**src/rtl/m_element_requester_if.sv**
```systemverilog
// Request/ready stream plus control/result signals between the
// m-element requester, the vector manager and the layer sequencer.
interface m_element_requester_if #(
  parameter int ELEMENTS = 8,
  parameter int DW       = 16,
  parameter int ACC_W    = 40
);
  localparam int AW = (ELEMENTS > 1) ? $clog2(ELEMENTS) : 1;

  logic                    start;
  logic                    weight_wr_en;
  logic [AW-1:0]           weight_wr_addr;
  logic signed [DW-1:0]    weight_wr_data;
  logic                    m_element_requested;
  logic                    m_element_ready;
  logic signed [DW-1:0]    m_element;
  logic                    last_element;
  logic signed [ACC_W-1:0] result;
  logic                    result_valid;
  logic                    busy;
  logic                    timeout_error;
  logic                    protocol_error;

  // requester side
  modport master (
    input  start, weight_wr_en, weight_wr_addr, weight_wr_data,
           m_element_ready, m_element, last_element,
    output m_element_requested, result, result_valid, busy,
           timeout_error, protocol_error
  );

  // responder / sequencer side
  modport slave (
    output start, weight_wr_en, weight_wr_addr, weight_wr_data,
           m_element_ready, m_element, last_element,
    input  m_element_requested, result, result_valid, busy,
           timeout_error, protocol_error
  );
endinterface

```
**src/rtl/m_element_requester.sv**
```systemverilog
// Requests one filter vector, MACs each returned element against a local
// signed weight bank and presents the dot product with a one-cycle strobe.
module m_element_requester #(
  parameter int ELEMENTS = 8,
  parameter int DW       = 16,
  parameter int ACC_W    = 40,
  parameter int TIMEOUT  = 64
) (
  input  logic                   clock,
  input  logic                   clear_n,
  m_element_requester_if.master  bus
);
  localparam int AW      = (ELEMENTS > 1) ? $clog2(ELEMENTS) : 1;
  localparam int TW      = (TIMEOUT > 1) ? $clog2(TIMEOUT) : 1;
  localparam int TO_LAST = (TIMEOUT > 0) ? TIMEOUT - 1 : 0;

  typedef enum logic [1:0] {S_IDLE, S_REQUEST, S_COLLECT, S_DONE} state_t;

  state_t                  r_state, w_state_nxt;
  logic [AW-1:0]           r_count;
  logic [TW-1:0]           r_timer;
  logic signed [ACC_W-1:0] r_acc, r_result;
  logic                    r_last_seen, r_terr, r_perr;
  logic signed [DW-1:0]    r_w [ELEMENTS];

  logic                    w_start, w_strobe, w_final, w_timeout, w_stray, w_no_last;
  logic signed [2*DW-1:0]  w_prod;
  logic signed [ACC_W-1:0] w_prod_ext, w_acc_nxt;

  assign w_start   = (r_state == S_IDLE) && bus.start;
  assign w_strobe  = (r_state == S_COLLECT) && bus.m_element_ready;
  assign w_final   = w_strobe && (r_count == AW'(ELEMENTS - 1));
  // Timer has run a full TIMEOUT window in COLLECT with no strobe arriving.
  assign w_timeout = (TIMEOUT != 0) && (r_state == S_COLLECT) &&
                     !bus.m_element_ready && (r_timer == TW'(TO_LAST));
  assign w_stray   = bus.m_element_ready && (r_state != S_COLLECT);
  // last_element on the final strobe cycle itself still counts as seen.
  assign w_no_last = w_final && !(r_last_seen || bus.last_element);

  // Full-precision signed product, sign-extended into the wrapping accumulator.
  assign w_prod     = bus.m_element * r_w[r_count];
  assign w_prod_ext = {{(ACC_W-2*DW){w_prod[2*DW-1]}}, w_prod};
  assign w_acc_nxt  = r_acc + w_prod_ext;

  // State register
  always_ff @(posedge clock or negedge clear_n) begin
    if (!clear_n) r_state <= S_IDLE;
    else          r_state <= w_state_nxt;
  end

  // Next-state and state-decoded outputs
  always_comb begin
    w_state_nxt             = r_state;
    bus.m_element_requested = 1'b0;
    bus.result_valid        = 1'b0;
    bus.busy                = 1'b1;
    case (r_state)
      S_IDLE: begin
        bus.busy = 1'b0;
        if (bus.start) w_state_nxt = S_REQUEST;
      end
      S_REQUEST: begin
        bus.m_element_requested = 1'b1;
        w_state_nxt             = S_COLLECT;
      end
      S_COLLECT: begin
        if (w_final)        w_state_nxt = S_DONE;
        else if (w_timeout) w_state_nxt = S_IDLE;
      end
      S_DONE: begin
        bus.result_valid = 1'b1;
        w_state_nxt      = S_IDLE;
      end
      default: w_state_nxt = S_IDLE;
    endcase
  end

  // MAC datapath: accumulator, element index, stall timer, last-seen flag.
  // result is loaded on the final strobe so it is already stable in DONE.
  always_ff @(posedge clock or negedge clear_n) begin
    if (!clear_n) begin
      r_acc       <= '0;
      r_count     <= '0;
      r_timer     <= '0;
      r_last_seen <= 1'b0;
      r_result    <= '0;
    end else if (w_start) begin
      r_acc       <= '0;
      r_count     <= '0;
      r_timer     <= '0;
      r_last_seen <= 1'b0;
    end else if (r_state == S_COLLECT) begin
      if (bus.last_element) r_last_seen <= 1'b1;
      if (w_strobe) begin
        r_acc   <= w_acc_nxt;
        r_count <= r_count + 1'b1;
        r_timer <= '0;
        if (w_final) r_result <= w_acc_nxt;
      end else begin
        r_timer <= r_timer + 1'b1;
      end
    end
  end

  // Sticky error flags; an accepted start clears them and beats a same-cycle stray.
  always_ff @(posedge clock or negedge clear_n) begin
    if (!clear_n) begin
      r_terr <= 1'b0;
      r_perr <= 1'b0;
    end else if (w_start) begin
      r_terr <= 1'b0;
      r_perr <= 1'b0;
    end else begin
      if (w_timeout)           r_terr <= 1'b1;
      if (w_stray || w_no_last) r_perr <= 1'b1;
    end
  end

  // Weight bank, writable only while idle so an in-flight vector sees stable weights.
  always_ff @(posedge clock or negedge clear_n) begin
    if (!clear_n) begin
      for (int i = 0; i < ELEMENTS; i++) r_w[i] <= '0;
    end else if ((r_state == S_IDLE) && bus.weight_wr_en) begin
      r_w[bus.weight_wr_addr] <= bus.weight_wr_data;
    end
  end

  assign bus.result         = r_result;
  assign bus.timeout_error  = r_terr;
  assign bus.protocol_error = r_perr;
endmodule

```
**src/flat_wrapper.sv**
```systemverilog
// flat-port wrapper written by rule: the top's interface ports become plain ports
module m_element_requester_flat 
#(
  parameter int ELEMENTS = 8,
  parameter int DW       = 16,
  parameter int ACC_W    = 40,
  parameter int TIMEOUT  = 64
)
  (clock, clear_n, bus_start, bus_weight_wr_en, bus_weight_wr_addr, bus_weight_wr_data, bus_m_element_ready, bus_m_element, bus_last_element, bus_m_element_requested, bus_result, bus_result_valid, bus_busy, bus_timeout_error, bus_protocol_error);
  m_element_requester_if #(.ELEMENTS(ELEMENTS), .DW(DW), .ACC_W(ACC_W)) bus_i ();
  input  logic clock;
  input  logic clear_n;
  input wire logic [$bits(bus_i.start)-1:0] bus_start;
  input wire logic [$bits(bus_i.weight_wr_en)-1:0] bus_weight_wr_en;
  input wire logic [$bits(bus_i.weight_wr_addr)-1:0] bus_weight_wr_addr;
  input wire logic [$bits(bus_i.weight_wr_data)-1:0] bus_weight_wr_data;
  input wire logic [$bits(bus_i.m_element_ready)-1:0] bus_m_element_ready;
  input wire logic [$bits(bus_i.m_element)-1:0] bus_m_element;
  input wire logic [$bits(bus_i.last_element)-1:0] bus_last_element;
  output wire logic [$bits(bus_i.m_element_requested)-1:0] bus_m_element_requested;
  output wire logic [$bits(bus_i.result)-1:0] bus_result;
  output wire logic [$bits(bus_i.result_valid)-1:0] bus_result_valid;
  output wire logic [$bits(bus_i.busy)-1:0] bus_busy;
  output wire logic [$bits(bus_i.timeout_error)-1:0] bus_timeout_error;
  output wire logic [$bits(bus_i.protocol_error)-1:0] bus_protocol_error;
  assign bus_i.start = bus_start;
  assign bus_i.weight_wr_en = bus_weight_wr_en;
  assign bus_i.weight_wr_addr = bus_weight_wr_addr;
  assign bus_i.weight_wr_data = bus_weight_wr_data;
  assign bus_i.m_element_ready = bus_m_element_ready;
  assign bus_i.m_element = bus_m_element;
  assign bus_i.last_element = bus_last_element;
  assign bus_m_element_requested = bus_i.m_element_requested;
  assign bus_result = bus_i.result;
  assign bus_result_valid = bus_i.result_valid;
  assign bus_busy = bus_i.busy;
  assign bus_timeout_error = bus_i.timeout_error;
  assign bus_protocol_error = bus_i.protocol_error;
  m_element_requester #(.ELEMENTS(ELEMENTS), .DW(DW), .ACC_W(ACC_W), .TIMEOUT(TIMEOUT)) u_core (.clock(clock), .clear_n(clear_n), .bus(bus_i));
endmodule
```
**config.mk**
```make
export PLATFORM = sky130hd
export DESIGN_NAME = m_element_requester_flat
export DESIGN_NICKNAME = d
export VERILOG_FILES = /design/src/rtl/m_element_requester_if.sv /design/src/rtl/m_element_requester.sv /design/src/flat_wrapper.sv
export SDC_FILE = /design/constraint.sdc
export NUM_CORES = 1
export LEC_CHECK = 0
export BUFFER_PORTS_ARGS = -buffer_cell sky130_fd_sc_hd__buf_2
export CORE_ASPECT_RATIO = 2
export CORE_MARGIN = 1.5
export CORE_UTILIZATION = 59
export CTS_CLUSTER_SIZE = 40
export DETAILED_ROUTE_END_ITERATION = 10
export PLACE_DENSITY = 0.77
export SLEW_MARGIN = 40
export SYNTH_ARGS = -nofsm -noshare
export SYNTH_HDL_FRONTEND = slang
export SYNTH_SLANG_ARGS = --single-unit
```
**constraint.sdc**
```tcl
create_clock -name clock -period 12.65 [get_ports clock]
set_input_delay 1.8975 -clock clock [delete_from_list [all_inputs] [get_ports clock]]
set_output_delay 1.8975 -clock clock [all_outputs]
set_load 0.05 [all_outputs]
```
==> impl_metrics.yaml <==
clocking:
  clk_pin_slew_ps: 70
  clock_sinks: 222
  post-cts-setup-buffers: 0
  cts_buffers: 19
  clk_latency_ps: 520
  post_cts_resized: 0
  h-tree-depth: 1
  root_buffer: "clkbuf_16"
  postCtsHoldBufs: 0
  ctsLongestPathBuffers: 3
  cts_tree: "done"
final_layout:
  seq_area_um2: 5557
  multi_input_area_um2: 14420
  num_antenna_cells: 0
  drive_gt1_share_pct: 15.72
  syn2layout_area_growth_pct: 6.611
  n_fill_cell: 2940
  nNetsFinal: 2581
hold_path:
  hold_path.class: "reg -> reg"
  hold_start: "u_core.bus.result[3]"
run_status:
  run_status: "complete, no violations"
routing:
  routedWlPerCell_um: 19.95
  via_count: 14590
  ant_nets: 0
  wirelength_um: 51050
  vias_per_cell: 5.701
  dr.pass1.iters: 5
  drtIter0Drc: 701
  drc: 0
setup_path:
  critPathKind: "reg -> reg"
  cpPeakStageDelay_ps: 880
  cp.arrival_ps: 9000
  cp-start-kind: "flop"
  startpoint: "u_core.r_count[1]"
  worstPathMaxFanout: 18
  critical_path_required_ps: 13000
  crit_chain: "buf_4, mux4_2, mux2_2, and2_1, fa_1, fa_1, inv_1, fa_1, inv_1, fa_1, fa_1, inv_1, fa_1, inv_1, ha_1, and3_1, nand4_1, or3_1, a21oi_1, o31a_1, a311oi_1, xor2_1, o21ai_0"
  slowest_stage: "dfrtp_1"
  worst_path_most_repeated_cell: "fa_1"
  endpoint_kind: "flop"
  crit-reg2reg-launch: "u_core.r_count[1]"
logic_synthesis:
  yosysMostFrequentCell: "inv_1"
  syn_area_per_cell_um2: 10.61
  synth_top_area_share_pct: 30.35
  yosysSeqAreaShare_pct: 25.52
  yosysWarnings: 0
  synth_cell_types: 64
  synth_fp_nets: 2541
  syn_inst: 2052
  yosysTopAreaCell: "fa_1"
  netlist_area_um2: 21770
  synth_edf_count: 0
  ys.flop_type: "dfrtp_1"
  synth.area.top_cells: "fa_1 30%, dfrtp_1 26%, mux2_2 7.2%"
  synth-async-reset-ratio_pct: 100.0
  ys_ff_latch: 222
  netlist_top_cells_count: "393 x inv_1, 330 x fa_1, 239 x nand2_1"
timing:
  finalSetupViolations: 0
  slew_viol_final: 0
  finalCriticalPeriod_ps: 8644
  setup_tns_ps: 0
  max_freq_mhz: 115.7
  rsz0062_at_grt: "false"
  hold_viol_final: 0
  tightest_slew_ps: 857.4
  relSlewSlack_pct: 42.84
  clock_skew_ps: 25.45
  period_share_pct: 68.33
global_route:
  grt_pass1_wl_um: 84320
  overflow: 0
  antenna_found_initial: 0
  track_usage_pct: 28.20
  grt_pass1_vias: 16440
  grt_max_degree: 93
placement:
  portBuffers: 85
  post-dp-hpwl_um: 40800
  routabilityCongestion: 0.9435
floorplan:
  die_y_um: 274.6
  die-width_um: 138.8
  start_util_pct: 59.77
  core_um2: 36420
  rows: 99
  dieArea_um2: 38120
  io_pins: 86
flow_run:
  drv_cap: 0
-- critical path, delay by kind of cell, from the launching register on --
| family | cells | cell delay, ps |
|---|---|---|
| muxes | 2 | 790 |
| buffers and inverters | 5 | 960 |
| DFF | 1 | 880 |
| adders and majority gates | 7 | 3380 |
| AOI/OAI and AO/OA | 4 | 960 |
| and+or+nand+nor | 4 | 1300 |
| xor gates and xnor gates | 1 | 180 |
-- layout by cell type, fill, tap and decap left out, drive strengths merged, types with 4 or more instances in the layout --
cell and count:
inv 397, fa 330, nand2 239, dfrtp 222, mux2 139, ha 118, buf 99, o21ai 85
nor2b 71, and2 54, nor2 50, a21oi 41, mux4 32, xnor2 24, clkbuf 22, xor2 21
a21o 19, nand2b 18, nand3 13, mux2i 12, and3 12, nand4 9, a31oi 7, nor3 7
o21bai 6, clkinvlp 5, or2 5, o21a 4, a211oi 4, clkinv 4
-- sequential cells by signal (all words and copies together) (netlist names) --
register                   count
u_core.r_timer                 6
u_core.r_count                 3
u_core.r_state                 2
u_core.r_last_seen             1
u_core.bus.result             40
u_core.r_w                   128
u_core.bus.protocol_error      1
u_core.bus.timeout_error       1
u_core.r_acc                  40
-- layout make-up --
class / count / area share [%]
multi-input combinational: 1355 / 62.15
timing repair buffer: 100 / 2.389
tap: 454 / 2.448
inverter: 394 / 6.373
sequential: 222 / 23.95
clock inverter: 13 / 0.5230
clock buffer: 21 / 2.168
-- stage by stage --
stage	utilization (%)	area [um2]	setup slack (ps)	std cells	hold WS, ps
after floorplan	-	21770	4821	2052	455.5
after global placement	61.94	22560	4002	2525	458.8
after detailed placement	62.00	22580	3838	2525	465.7
after global routing	63.72	23200	3545	2559	506.3
final	63.72	23200	4006	2559	478.9
after CTS	63.71	23200	3947	2559	482.0
-- final timing paths --
| check | depth (start not counted) | endpoint | slack [ps] |
|---|---|---|---|
| setup / recovery | 23 | u_core.bus.result[38] | 4010 |
| hold / removal | 2 | u_core.bus.result[3] | 480 |
| setup reg to reg | 23 | u_core.bus.result[38] | 4010 |
| hold reg to reg | 2 | u_core.bus.result[3] | 480 |
| max in group asynchronous | 3 | u_core.r_acc[24] | 9370 |
| min in group asynchronous | 1 | u_core.r_w[16] | 1370 |
-- layer usage --
| layer | wire length [um] | global-route usage, % |
|---|---|---|
| met5 | 0 | 0 |
| met4 | 2389 | 12.58 |
| met3 | 1503 | 1.967 |
| met2 | 28940 | 54.94 |
| met1 | 18210 | 31.21 |
-- logic make-up (layout without fill, tap and decap cells) --
| group | after synthesis | count (layout) | synth area share (%) |
|---|---|---|---|
| DFF | 222 | 222 | 25.52 |
| adders and majority gates | 448 | 448 | 37.14 |
| xor gates and xnor gates | 45 | 45 | 1.845 |
| buffers and inverters | 475 | 528 | 8.318 |
| and+or+nand+nor | 489 | 489 | 10.66 |
| AOI/OAI and AO/OA | 190 | 190 | 5.450 |
| muxes | 183 | 183 | 11.07 |
Power is not shown: default switching activity piles up to over one toggle a cycle in this logic, so the estimate is an artifact.
